$ cat src/rtl/div_unit.sv
// -----------------------------------------------------------------------------
// div_unit
//
// Iterative radix-2 restoring divider for MIPS DIV/DIVU in the EXE stage.
// One quotient bit is produced per clock. A full operation with a nonzero
// divisor takes WIDTH RUN cycles. A zero divisor skips RUN and goes
// straight to DONE with the architectural divide-by-zero result.
// The quotient goes to LO and the remainder goes to HI.
//
// Ports:
//   clk        rising-edge clock
//   rst        asynchronous, active-high reset
//   start      request a new division (accepted in IDLE or DONE)
//   flush      synchronous abort; has priority over start
//   is_signed  1 = DIV (two's complement), 0 = DIVU
//   dividend   numerator, sampled with start
//   divisor    denominator, sampled with start
//   busy       high while iterating (pipeline stall request)
//   valid      one-cycle pulse; quotient/remainder hold a new result
//   quotient   result to LO; held between results
//   remainder  result to HI; held between results
// -----------------------------------------------------------------------------
module div_unit #(
    parameter int WIDTH = 32
) (
    input  logic             clk,
    input  logic             rst,
    input  logic             start,
    input  logic             flush,
    input  logic             is_signed,
    input  logic [WIDTH-1:0] dividend,
    input  logic [WIDTH-1:0] divisor,
    output logic             busy,
    output logic             valid,
    output logic [WIDTH-1:0] quotient,
    output logic [WIDTH-1:0] remainder
);

    localparam int               CW       = (WIDTH > 2) ? $clog2(WIDTH) : 1;
    localparam logic [CW-1:0]    CNT_ZERO = {CW{1'b0}};
    localparam logic [CW-1:0]    CNT_ONE  = CW'(32'd1);
    localparam logic [CW-1:0]    CNT_LAST = CW'(WIDTH - 1);
    localparam logic [WIDTH-1:0] W_ZERO   = {WIDTH{1'b0}};
    localparam logic [WIDTH-1:0] W_ONES   = {WIDTH{1'b1}};
    localparam logic [WIDTH:0]   R_ZERO   = {(WIDTH+1){1'b0}};

    typedef enum logic [1:0] {
        S_IDLE = 2'd0,
        S_RUN  = 2'd1,
        S_DONE = 2'd2
    } state_t;

    // Two's complement negation.
    function automatic logic [WIDTH-1:0] negate(input logic [WIDTH-1:0] v);
        return ~v + {{(WIDTH-1){1'b0}}, 1'b1};
    endfunction

    // Unsigned magnitude of an operand. The most negative value maps onto
    // itself, which reads correctly as 2^(WIDTH-1) in unsigned form.
    function automatic logic [WIDTH-1:0] magnitude(input logic [WIDTH-1:0] v,
                                                   input logic             sgn);
        if (sgn && v[WIDTH-1]) begin
            return negate(v);
        end else begin
            return v;
        end
    endfunction

    state_t           state_r;
    state_t           state_next_s;
    logic [CW-1:0]    count_r;
    logic [WIDTH:0]   rem_r;       // partial remainder
    logic [WIDTH-1:0] work_r;      // dividend bits shift out, quotient bits shift in
    logic [WIDTH-1:0] dvsr_r;      // divisor magnitude
    logic             neg_q_r;
    logic             neg_r_r;
    logic [WIDTH-1:0] quotient_r;
    logic [WIDTH-1:0] remainder_r;

    logic             divisor_zero_s;
    logic             can_accept_s;
    logic             accept_s;
    logic             last_s;
    logic [WIDTH+1:0] shifted_s;
    logic [WIDTH+1:0] trial_s;
    logic             fits_s;
    logic [WIDTH:0]   rem_next_s;
    logic [WIDTH-1:0] work_next_s;
    logic [WIDTH-1:0] q_final_s;
    logic [WIDTH-1:0] r_final_s;

    assign divisor_zero_s = (divisor == W_ZERO);
    assign can_accept_s   = (state_r == S_IDLE) || (state_r == S_DONE);
    assign accept_s       = can_accept_s && start && !flush;
    assign last_s         = (state_r == S_RUN) && (count_r == CNT_LAST);

    // One restoring step. The partial remainder is always below the
    // divisor, so the shifted value is below 2^(WIDTH+1). A WIDTH+2 bit
    // difference therefore has its top bit set exactly when the trial
    // subtraction goes negative.
    always_comb begin
        shifted_s   = {rem_r, work_r[WIDTH-1]};
        trial_s     = shifted_s - {2'b00, dvsr_r};
        fits_s      = ~trial_s[WIDTH+1];
        rem_next_s  = R_ZERO;
        if (fits_s) begin
            rem_next_s = trial_s[WIDTH:0];
        end else begin
            rem_next_s = shifted_s[WIDTH:0];
        end
        work_next_s = {work_r[WIDTH-2:0], fits_s};
    end

    // Sign correction applied to the last iteration's magnitudes. The
    // -2^(WIDTH-1) / -1 case needs no special case: 2^(WIDTH-1) / 1 with
    // matching signs leaves the quotient bit pattern as 0x80..0.
    always_comb begin
        q_final_s = work_next_s;
        r_final_s = rem_next_s[WIDTH-1:0];
        if (neg_q_r) begin
            q_final_s = negate(work_next_s);
        end else begin
            q_final_s = work_next_s;
        end
        if (neg_r_r) begin
            r_final_s = negate(rem_next_s[WIDTH-1:0]);
        end else begin
            r_final_s = rem_next_s[WIDTH-1:0];
        end
    end

    // Next-state logic. Flush wins over everything, including a
    // back-to-back start presented in DONE.
    always_comb begin
        state_next_s = state_r;
        case (state_r)
            S_IDLE, S_DONE: begin
                if (flush) begin
                    state_next_s = S_IDLE;
                end else if (start) begin
                    if (divisor_zero_s) begin
                        state_next_s = S_DONE;
                    end else begin
                        state_next_s = S_RUN;
                    end
                end else begin
                    state_next_s = S_IDLE;
                end
            end
            S_RUN: begin
                if (flush) begin
                    state_next_s = S_IDLE;
                end else if (last_s) begin
                    state_next_s = S_DONE;
                end else begin
                    state_next_s = S_RUN;
                end
            end
            default: begin
                state_next_s = S_IDLE;
            end
        endcase
    end

    // State register.
    always_ff @(posedge clk or posedge rst) begin
        if (rst) begin
            state_r <= S_IDLE;
        end else begin
            state_r <= state_next_s;
        end
    end

    // Operand capture, iteration datapath and result registers. The
    // results load only on the edge entering DONE. A flush leaves them
    // untouched.
    always_ff @(posedge clk or posedge rst) begin
        if (rst) begin
            count_r     <= CNT_ZERO;
            rem_r       <= R_ZERO;
            work_r      <= W_ZERO;
            dvsr_r      <= W_ZERO;
            neg_q_r     <= 1'b0;
            neg_r_r     <= 1'b0;
            quotient_r  <= W_ZERO;
            remainder_r <= W_ZERO;
        end else if (flush) begin
            count_r <= CNT_ZERO;
        end else if (accept_s) begin
            count_r <= CNT_ZERO;
            rem_r   <= R_ZERO;
            work_r  <= magnitude(dividend, is_signed);
            dvsr_r  <= magnitude(divisor, is_signed);
            neg_q_r <= is_signed && (dividend[WIDTH-1] ^ divisor[WIDTH-1]);
            neg_r_r <= is_signed && dividend[WIDTH-1];
            if (divisor_zero_s) begin
                quotient_r  <= W_ONES;
                remainder_r <= dividend;
            end
        end else if (state_r == S_RUN) begin
            rem_r   <= rem_next_s;
            work_r  <= work_next_s;
            count_r <= count_r + CNT_ONE;
            if (last_s) begin
                quotient_r  <= q_final_s;
                remainder_r <= r_final_s;
            end
        end
    end

    assign busy      = (state_r == S_RUN);
    assign valid     = (state_r == S_DONE);
    assign quotient  = quotient_r;
    assign remainder = remainder_r;

endmodule

$ cat config.mk
export PLATFORM = sky130hd
export DESIGN_NAME = div_unit
export DESIGN_NICKNAME = d
export VERILOG_FILES = /design/src/rtl/div_unit.sv
export SDC_FILE = /design/constraint.sdc
export NUM_CORES = 1
export LEC_CHECK = 0
export ABC_CLOCK_PERIOD_IN_PS = 11280
export BUFFER_PORTS_ARGS = -buffer_cell sky130_fd_sc_hd__buf_4
export CAP_MARGIN = 10
export CORE_MARGIN = 1.5
export CORE_UTILIZATION = 40
export DETAILED_ROUTE_END_ITERATION = 8
export PLACE_DENSITY = 0.65
export SKIP_LAST_GASP = 1
export SYNTH_ARGS = -nofsm -noshare
export SYNTH_HDL_FRONTEND = slang
export SYNTH_SLANG_ARGS = --single-unit
$ cat constraint.sdc
create_clock -name clk -period 11.28 [get_ports clk]
set_input_delay 2.256 -clock clk [delete_from_list [all_inputs] [get_ports clk]]
set_output_delay 2.256 -clock clk [all_outputs]
set_load 0.03 [all_outputs]
== Word-level counts from Yosys, hierarchy flattened ==
Cells that the tools add are included.
Word-level totals
  register bits after elaboration: 170
  logic and storage cells: 69
  input bits: 69
Cells by class
  mux-type cells: 26
  add/sub/neg operators: 6
  bitwise gates (word level): 7
  equality and inequality tests: 4
  reduce and logical (&&, ||, !) cells: 17
Operator list (count)
  two-way mux 32 bit: 14
  adder 32 x 1 -> 32 bit (second input constant): 4
  NOT 32 bit: 4
  two-way mux 33 bit: 3
  subtractor 34 x 32 -> 34 bit: 1
  logical NOT 32 bit: 1
  two-way mux 5 bit: 3
  two-way mux 2 bit: 5
  logical AND 1 bit: 6
  adder 5 x 1 -> 5 bit (second input constant): 1
  equality test 5 bit (second input constant): 1
  case mux 2 bit (2 select lines): 1
  AND reduction 2 bit: 2
  AND reduction 4 bit: 1
  nonzero test 2 bit: 2
  nonzero test 3 bit: 1
  equality test 2 x 1 -> 1 bit (second input constant): 1
  equality test 2 bit (second input constant): 1
  logical NOT 2 bit: 1
  != test 2 bit (second input constant): 1
  NOT 1 bit: 2
  OR reduction 2 bit: 1
  logical NOT 1 bit: 1
  logical OR 1 bit: 1
  bitwise XOR 1 bit: 1

== Longest topological paths before layout ==
Gate-level depths: netlist of run 1.
  word-level depth: 8
  depth in mapped cells: 23
  depth with buffers taken out: 18

== Worst setup path before layout of run 1 ==
OpenSTA, ideal clock, no wires.
  kind: reg2reg
  start point: reg rem_r[14]
  end point: reg quotient_r[26] (netlist: quotient[26])
  path slack: 6.177 ns
  arrival: 4.966 ns
  cell stages (with the launch flop): 21
  buffers on the path: 5
  cells stage by stage: dfrtp_1 -> ha_1 -> buf_2 -> nand2_1 -> or4_4 -> a31o_1 -> o211a_1 -> buf_6 -> inv_1 -> buf_1 -> clkbuf_1 -> clkbuf_1 -> ha_1 -> nand2b_1 -> or3_1 -> or2_2 -> nand2b_1 -> or3_1 -> o31ai_1 -> xor2_1 -> a21oi_1
Between the ends
  word-level cells in the longest chain between the ends: 8
RTL lines
  from (decl): RTL line 72  | logic [WIDTH:0] rem_r;
  from (signal assigned): RTL line 201  | rem_r <= rem_next_s;
  subtractor 34 x 32 -> 34 bit: RTL line 103  | trial_s = shifted_s - {2'b00, dvsr_r};
  NOT 1 bit: RTL line 104  | fits_s = ~trial_s[WIDTH+1];
  NOT 32 bit: RTL line 55  | return ~v + {{(WIDTH-1){1'b0}}, 1'b1};
  adder 32 x 1 -> 32 bit: RTL line 55
  two-way mux 32 bit: RTL line 120  | if (neg_q_r) begin
  two-way mux 32 bit: RTL line 204  | if (last_s) begin
  two-way mux 32 bit: RTL line 200  | end else if (state_r == S_RUN) begin
  two-way mux 32 bit: RTL line 189  | end else if (accept_s) begin
  to (signal assigned): RTL line 205  | quotient_r <= q_final_s;
  to (decl): RTL line 77  | logic [WIDTH-1:0] quotient_r;
No other way between the ends. The select of a mux whose other input is x is not followed.
A chain may end at the register's enable or synchronous reset.

== Worst setup path after layout of run 1 ==
  start point: in divisor[6]
  end point: reg remainder_r[30] (netlist: remainder[30])
Between the ends
  word-level cells in the longest chain between the ends: 3
RTL lines
  from (decl): RTL line 32  | input logic [WIDTH-1:0] divisor,
  logical NOT 32 bit: RTL line 92  | assign divisor_zero_s = (divisor == W_ZERO);
  != test 2 bit (no source line)
  AND reduction 4 bit (no source line)
  to (signal assigned): RTL line 198  | remainder_r <= dividend;
  to (signal assigned): RTL line 206  | remainder_r <= r_final_s;
  to (decl): RTL line 78  | logic [WIDTH-1:0] remainder_r;
No other way between the ends.

==> out/metrics.yaml, run 1 <==
outcome: "finished, final reports clean"
ys_seq_elements: 170
synth.most_common_cell: "nand2_1"
avgSynthCellArea_um2: 7.827
power.density_nw_per_um2: 251.0
dp_slack_ns: 4.262
drv_cap: 0
die_h_um: 178.2
cts_buffer_depth: 2
drive_above_1_share: 0.1245
wl_per_cell_um: 17.46
dieArea_um2: 31740
synth_area_leader_cell: "dfrtp_1"
grt_pass1_vias: 10418
peakVddDrop_mv: 0.1478
post-dp-hpwl_um: 27070
reg2reg_from: "rem_r[1]"
instances_no_fill: 2045
syn_inst: 1568
finClkSkew_ns: 0.01384
place_congestion: 0.9135
vias_per_cell: 5.608
hold_buffers: 0
reg2reg_depth: 17
synth_edf_count: 0
setup_tns_ns: 0
final_nets: 1750
synthFlopType: "dfrtp_1"
r2r-end: "remainder[30]"
insertion_delay_ns: 0.43
design_area_um2: 14070
tightest_slew_ns: 1.143
cts.sinks: 170
ios: 135
power.total_mw: 3.533
antenna_found_initial: 0
area_growth_pct: 14.67
place_area_um2: 13490
leakage_nw: 6.244
first_pass_iters: 5
hold_end: "dvsr_r[8]"
max_freq_ghz: 0.1502
htree_levels: 4
fin_util: 0.4698
syn_nets: 1676
ys_seq_area_frac: 0.3466
tritoncts: "done"
period_minus_slack_ns: 6.658
reg2reg_slack_ns: 6.09
hold_depth: 2
fillers: 3016
drc: 0
post_cts_resized: 0
drt_iter0_drc: 773
antenna_left: 0
synthTopCellsByCount: "nand2_1 (240), dfrtp_1 (170), nor2_1 (160)"
min_from: "dvsr_r[8]"
final.setup.worst_slack_ns: 4.622
clk_pin_slew_ns: 0.07
syn-cell-area_um2: 12270
rows: 63
yosysTopAreaCellShare: 0.3466
worstPathRequired_ns: 11.63
dp_cells: 2013
cts_setup_buffers: 0
grt_util_met1: 0.3287
gr-total-overflow: 0
track_usage: 0.2281
grt_pass1_wl_um: 56760
cts_root_buf: "clkbuf_16"
drt_wl_total_um: 35700
setup_violations: 0
min_path_type: "flop to flop"
multi_input_area_um2: 7462
grt_max_degree: 85
core_area_um2: 29950
num_antenna_cells: 0
yosysWarnings: 0
endpoint_kind: "flop"
fin_worst_hold_slack_ns: 0.4805
start_kind: "input port"
crit_fanout: 69
hold_viol: 0
use_met2: 0.3559
io_buffers: 134
yosys.cell_types.count: 70
gr-usage-met3: 0.03666
vias: 11469
async_reset_ff_frac: 1.000
finalCritPeriodShare: 0.5902
rsz0062_at_grt: "no"
relSlewSlack: 0.2382
initial_core_util: 0.4097
grt-busiest-layer: "met2"
ff_latch_area_um2: 4254
crit_start: "divisor[6]"
crit_arrival_ns: 7.01
cts_made_buffers: 17
crit_type: "input port to flop"
die_w_um: 178.2
synthTopCellsByArea: "dfrtp_1 (35%), nand2_1 (7.3%), o21ai_0 (6.0%), xor2_1 (5.6%), nor2_1 (4.9%)"
slew_viol_final: 0
per-layer routing:
layer,up-vias,part of all wire
met5,-,0
met4,0,0.016
met3,29,0.065
met2,351,0.44
met1,5398,0.48
li1,5691,-
power by group:
group,switching [mW],total [mW],internal (mW)
Combinational,1.30,2.08,0.780
Clock,0.288,0.584,0.296
Sequential,0.151,0.864,0.713
Total,1.74,3.53,1.79
how the worst max path moves through the flow:
stage / to / slack (ns)
CTS: remainder[30] / 4.71
detailed placement: remainder[30] / 4.26
global route: remainder[30] / 4.26
floorplan: count_r[0] / 4.42
finish: remainder[30] / 4.62
global placement: remainder[30] / 4.42
layout by cell type, fill, tap and decap left out, types with 9 or more instances in the layout:
cell type and instances:
nand2_1 239, dfrtp_1 170, nor2_1 159, o21ai_0 148
buf_4 143, a21oi_1 117, xor2_1 78, xnor2_1 60
inv_1 54, a31oi_1 52, ha_1 38, nor3_1 36
or3_1 31, nand3_1 26, mux2i_1 24, o31ai_1 23
clkbuf_16 17, and2_1 13, and3_1 13, or4_1 13
o211ai_1 12, nor4_1 12, nand4_1 11, a211oi_1 11
o41ai_1 9
flip-flops by register name, indices dropped and copies added, names as in the netlist:
signal	flops
neg_r_r	1
dvsr_r	32
quotient	32
state_r	2
work_r	32
count_r	5
rem_r	33
neg_q_r	1
remainder	32
cell type report:
cell class / instances / share of cell area
multi-input combinational: 1254 / 0.5302
sequential: 170 / 0.3023
timing repair buffer: 143 / 0.07628
tap: 390 / 0.03467
clock buffer: 17 / 0.03023
inverter: 56 / 0.01529
clock inverter: 15 / 0.01102
critical path, stage by stage:
cell,delay (ns)
buf_4,0.13
or4_1,0.59
nor4_1,0.38
nand4_1,0.21
or3_1,0.42
nor3_1,0.58
and3_1,0.54
nor2_1,0.32
inv_2,0.89
o21ai_0,0.28
a21oi_1,0.19
a21oi_1,0.06
a21oi_1,0.14
cells by family (layout without fill, tap and decap cells):
logic type                 count (synthesis)  after routing  share of synthesized area
AOI/OAI and AO/OA                        445            445                     0.2180
xor gates and xnor gates                 138            138                    0.09848
adders and majority gates                 39             39                    0.04037
buffers and inverters                    144            231                    0.04669
DFF                                      170            170                     0.3466
muxes                                     31             31                    0.02600
and+or+nand+nor                          601            601                     0.2239
Power figures use the tool's default switching activity.
==> run 2: changes to the inputs <==
- ABC_AREA: not set -> 1
- ABC_CLOCK_PERIOD_IN_PS: 11280 -> 5360
- PLACE_DENSITY: 0.65 -> 0.67
- clock period: 11.28 -> 5.36 ns (I/O delays scaled with it)
==> run 2 against run 1 <==
Core utilization is 0.26 points lower. First-iteration DRC count increased by 110%. Die area rose by 7.6%. Critical path type is now flop to flop. Synthesized area up 7.7%. Largest power group unchanged. Via count increased by 22%. Register-to-register slack got worse by 5.1 ns. Clock-buffer cell count increased by 1. Clock power up 120%. Sequential cell count is the same.
==> out/metrics.yaml, run 2 <==
insertion_delay_ns: 0.45
track_usage: 0.2741
grt-busiest-layer: "met2"
synth_edf_count: 0
peakVddDrop_mv: 0.2741
dp_cells: 2557
grt_pass1_vias: 12829
first_pass_iters: 5
antenna_left: 0
relSlewSlack: 0.3591
dieArea_um2: 34150
num_antenna_cells: 0
finalCritPeriodShare: 0.8142
grt_util_met1: 0.3819
start_kind: "flop"
synth_area_leader_cell: "dfrtp_1"
largest-register: "rem_r"
wl_per_cell_um: 17.93
drt_iter0_drc: 1625
synthFlopType: "dfrtp_1"
syn_inst: 2037
crit_fanout: 38
clk_pin_slew_ns: 0.08
final_nets: 2242
vias_per_cell: 5.397
cts.sinks: 170
rsz0062_at_grt: "no"
area_growth_pct: 14.99
core_area_um2: 32540
slew_viol_final: 0
cts_setup_buffers: 0
layout_common_cells: "nand2_1 (638), inv_1 (267), nor2_1 (183)"
avgSynthCellArea_um2: 6.491
cts_root_buf: "clkbuf_16"
syn_nets: 2145
endpoint_kind: "flop"
tritoncts: "done"
layout_commonest_cell: "nand2_1"
fin_util: 0.4673
largest_reg_flops: 33
min_path_type: "flop to flop"
hold_viol: 0
hold_buffers: 0
synthTopCellsByCount: "nand2_1 (638), inv_1 (269), nor2_1 (183)"
synth.most_common_cell: "nand2_1"
antenna_found_initial: 0
setup_tns_ns: 0
max_freq_ghz: 0.2291
ys_seq_elements: 170
drv_cap: 0
vias: 13974
yosysWarnings: 0
io_buffers: 134
place_congestion: 0.9939
gr-usage-met3: 0.05643
htree_levels: 4
use_met2: 0.4188
grt_pass1_wl_um: 71480
ios: 135
initial_core_util: 0.4064
cts_buffer_depth: 2
outcome: "finished, final reports clean"
drive_above_1_share: 0.1160
yosysTopAreaCellShare: 0.3218
power.density_nw_per_um2: 559.7
instances_no_fill: 2589
async_reset_ff_frac: 1.000
rows: 66
grt_max_degree: 131
synthTopCellsByArea: "dfrtp_1 (32%), nand2_1 (18%), inv_1 (7.6%), nand3_1 (5.5%), nor2_1 (5.2%)"
gr-total-overflow: 0
drt_wl_total_um: 46420
finClkSkew_ns: 0.01525
cts_made_buffers: 17
drc: 0
worstPathRequired_ns: 5.71
die_h_um: 184.8
period_minus_slack_ns: 4.364
crit_arrival_ns: 4.72
fillers: 3477
tightest_slew_ns: 0.9613
post_cts_resized: 0
die_w_um: 184.8
ys_seq_area_frac: 0.3218
crit_type: "flop to flop"
syn-cell-area_um2: 13220
setup_violations: 0
post-dp-hpwl_um: 35200
leakage_nw: 8.048
yosys.cell_types.count: 58
-- run 2: changes by cell type in the layout (fill, tap and decap cells not counted), moves of 23 or more --
cell     change
nand2_1    +399
inv_1      +213
nand3_1    +119
xnor2_1     -49
a31oi_1     -41
a21oi_1     -37
xor2_1      -33
or3_1       -30
mux2i_1     -24
nor2_1      +24
nand2_2     +23
-- run 2: worst max-delay path: stages (launching register included) --
cell     delay [ns]
dfrtp_1        0.41
ha_1           0.39
nand2_2        0.14
inv_2          0.04
a21oi_2        0.20
nand3_2        0.17
nand2_2        0.11
nand2_2        0.06
nand2_2        0.09
nand3_2        0.41
nand2_4        0.59
nand2_1        0.13
o21ai_2        0.14
ha_1           0.23
nand3_2        0.11
nor2_2         0.28
nand2_1        0.08
nand2_1        0.20
xor2_1         0.18
nand2_1        0.12
nand2_1        0.11
nand2_1        0.05
-- run 2: final timing paths --
check	startpoint	cells past startpoint	slack, ns	end
setup / recovery	rem_r[6]	21	1.0	remainder[12]
hold / removal	remainder[6]	2	0.48	remainder[6]
setup reg to reg	rem_r[6]	21	1.0	remainder[12]
hold reg to reg	remainder[6]	2	0.48	remainder[6]
max in group asynchronous	rst	4	3.54	dvsr_r[17]
min in group asynchronous	rst	3	0.77	remainder[2]
-- run 2: where the power goes --
| group | switching (mW) | leakage (nW) | internal, mW |
|---|---|---|---|
| registers | 0.282 | 2.18 | 1.51 |
| clock network | 0.599 | 0.291 | 0.712 |
| logic | 3.80 | 5.57 | 1.60 |
-- run 2: kinds of logic (layout without fill, tap and decap cells) --
family | after synthesis | count (layout) | synth area share
AND/OR/NAND/NOR | 1094 | 1094 | 0.3525
buffers and inverters | 346 | 456 | 0.1030
AO/OA/AOI/OAI | 332 | 332 | 0.1482
flip-flops | 170 | 170 | 0.3218
XOR/XNOR | 56 | 56 | 0.03710
adder cells (fa/ha/maj) | 39 | 39 | 0.03748
-- run 2: stage by stage --
stage                     area [µm²]  hold slack (ns)  worst slack (ns)  total power [mW]
after floorplan                13230           0.4530             1.518             5.584
after global placement         14600           0.4655             1.071             7.073
after detailed placement       14600           0.4684             1.050             7.101
after CTS                      15200           0.4874             1.041             8.431
after global routing           15200           0.5060            0.5891             9.196
final                          15200           0.4801            0.9959             8.509
-- run 2: metal layers --
layer	routed length (µm)	vias up
li1	-	6796
met1	20980	6515
met2	20100	594
met3	3985	69
met4	1354	0
met5	0	-
-- run 2: area by class of cell --
type / count / area, µm² / area share
multi-input cells: 1521 / 7619 / 0.5011
repair buffers: 151 / 1146 / 0.07538
clock inverters: 14 / 163.9 / 0.01078
well taps: 442 / 553.0 / 0.03638
flip-flops and latches: 170 / 4254 / 0.2798
inverters: 273 / 1028 / 0.06765
clock buffers: 18 / 439.2 / 0.02889
==> run 3: changes to the inputs <==
- ABC_CLOCK_PERIOD_IN_PS: 5360 -> 3700
- clock period: 5.36 -> 3.7 ns (I/O delays scaled with it)
==> run 3 against run 2 <==
Setup slack got worse by 0.79 ns. Cell count rose by 5.4%. Largest power group unchanged. Die area did not move. Fmax rose by 25%. Highest routed layer unchanged. Total power rose by 64%. Sequential share of layout area fell by 2.7 points. Routed wire length barely moved. Sequential cell count did not move. Global-route usage rose by 0.19 points. Clock-buffer cell count did not move.
==> out/metrics.yaml, run 3 (synthesized netlist as in run 2, its figures left out) <==
outcome: "finished, final reports clean"
place_congestion: 0.9552
hold_buffers: 0
instances_no_fill: 2728
post-dp-hpwl_um: 35890
crit_fanout: 4
antenna_found_initial: 1
gr-total-overflow: 0
vias_per_cell: 5.334
drc: 0
dp_cells: 2681
antenna_left: 0
finClkSkew_ns: 0.01494
worstPathRequired_ns: 4.11
power.density_nw_per_um2: 832.8
relSlewSlack: 0.3744
layout_common_cells: "nand2_1 (615), buf_4 (286), inv_1 (254)"
die_w_um: 184.8
min_path_type: "input port to asynchronous set/reset pin"
hold_viol: 0
slew_viol_final: 0
cts_made_buffers: 17
max_freq_ghz: 0.2863
drive_above_1_share: 0.2056
final.setup.worst_slack_ns: 0.2066
drv_cap: 0
fillers: 3286
endpoint_kind: "flop"
crit_arrival_ns: 3.90
peakVddDrop_mv: 0.4285
cts_root_buf: "clkbuf_16"
wl_per_cell_um: 17.03
rsz0062_at_grt: "yes"
vias: 14550
crit_type: "flop to flop"
reg2reg_slack_ns: 0.21
track_usage: 0.2760
dieArea_um2: 34150
tightest_slew_ns: 0.9384
finalCritPeriodShare: 0.9442
htree_levels: 4
drt_iter0_drc: 1596
largest_reg_flops: 33
num_antenna_cells: 0
insertion_delay_ns: 0.47
core_area_um2: 32540
grt_pass1_vias: 13457
clk_pin_slew_ns: 0.08
layout_commonest_cell: "nand2_1"
initial_core_util: 0.4064
die_h_um: 184.8
cts_buffer_depth: 2
rows: 66
ios: 135
grt_max_degree: 96
cts.sinks: 170
final_nets: 2382
power.total_mw: 14.00
period_minus_slack_ns: 3.493
tritoncts: "done"
largest-register: "rem_r"
start_kind: "flop"
grt_pass1_wl_um: 72840
setup_violations: 0
drt_wl_total_um: 46470
leakage_nw: 8.788
io_buffers: 134
setup_tns_ns: 0
dp_slack_ns: -0.04209
area_growth_pct: 27.13
first_pass_iters: 6
==> run 3: cell types whose count changed in the layout (fill, tap and decap cells not counted), sizes merged <==
cell	delta
buf	+140
clkinv	-3
inv	+2
bufinv	+1
clkinvlp	-1
==> run 3: critical path, cell delays in order, from the launching register on <==
cell	delay [ns]
dfrtp_1	0.36
inv_1	0.05
ha_1	0.30
nand2_2	0.07
nor3_2	0.21
nand2_2	0.13
a21oi_2	0.16
nor2_4	0.07
nand2_2	0.08
nand2_2	0.07
nand2_4	0.10
ha_4	0.15
nand3_4	0.09
nor3_4	0.15
nand2_2	0.11
nor3_4	0.15
nand2_2	0.11
nor4_4	0.18
nand3_2	0.12
nor3_2	0.15
nand2_1	0.09
nand2_1	0.09
buf_4	0.12
o21ai_0	0.07
nand3_1	0.10
nand3_1	0.08
nand2_1	0.07
==> run 3: area by class of cell <==
cell class,count,area (µm²),share of cell area
Inverter,273,1028,0.06119
Clock inverter,13,177.7,0.01057
Multi-Input combinational cell,1521,8114,0.4827
Sequential cell,170,4258,0.2533
Timing Repair Buffer,291,2238,0.1332
Clock buffer,18,439.2,0.02613
Tap cell,442,553.0,0.03290
==> run 3: layer usage <==
| metal | share of wire | global-route usage | wire length [µm] |
|---|---|---|---|
| met5 | 0 | 0 | 0 |
| met1 | 0.46 | 0.3951 | 21200 |
| met3 | 0.074 | 0.03972 | 3425 |
| met4 | 0.026 | 0.07415 | 1215 |
| met2 | 0.44 | 0.4334 | 20630 |
==> run 3: metrics by stage <==
stage	util	hold slack, ns	instance area [µm²]
global route	0.5166	0.2187	16810
CTS	0.4982	0.2096	16210
detailed placement	0.4788	0.4675	15580
finish	0.5166	0.2090	16810
floorplan	-	0.4530	13240
global placement	0.4788	0.4642	15580
==> run 3: power by group <==
part	switching [mW]	total (mW)	internal, mW	leakage [nW]
clock network	0.855	1.95	1.10	0.302
logic	5.87	9.41	3.54	6.31
registers	0.442	2.64	2.20	2.18
==> run 3: path summary, 6_finish.rpt <==
check | from | endpoint | cells after the start
min in group clk | quotient[13] | quotient[13] | 2
min reg2reg | quotient[13] | quotient[13] | 2
min | rst | remainder[1] | 2
max | dvsr_r[29] | quotient[28] | 26
max reg2reg | dvsr_r[29] | quotient[28] | 26
max in group asynchronous | rst | rem_r[19] | 3
==> run 3: repair_timing <==
| action | in CTS | in global routing |
|---|---|---|
| pin swaps | 1 | 18 |
| setup buffers | 0 | 16 |
| endpoints found under the setup margin | 3 | 30 |
| gates resized for setup | 3 | 93 |
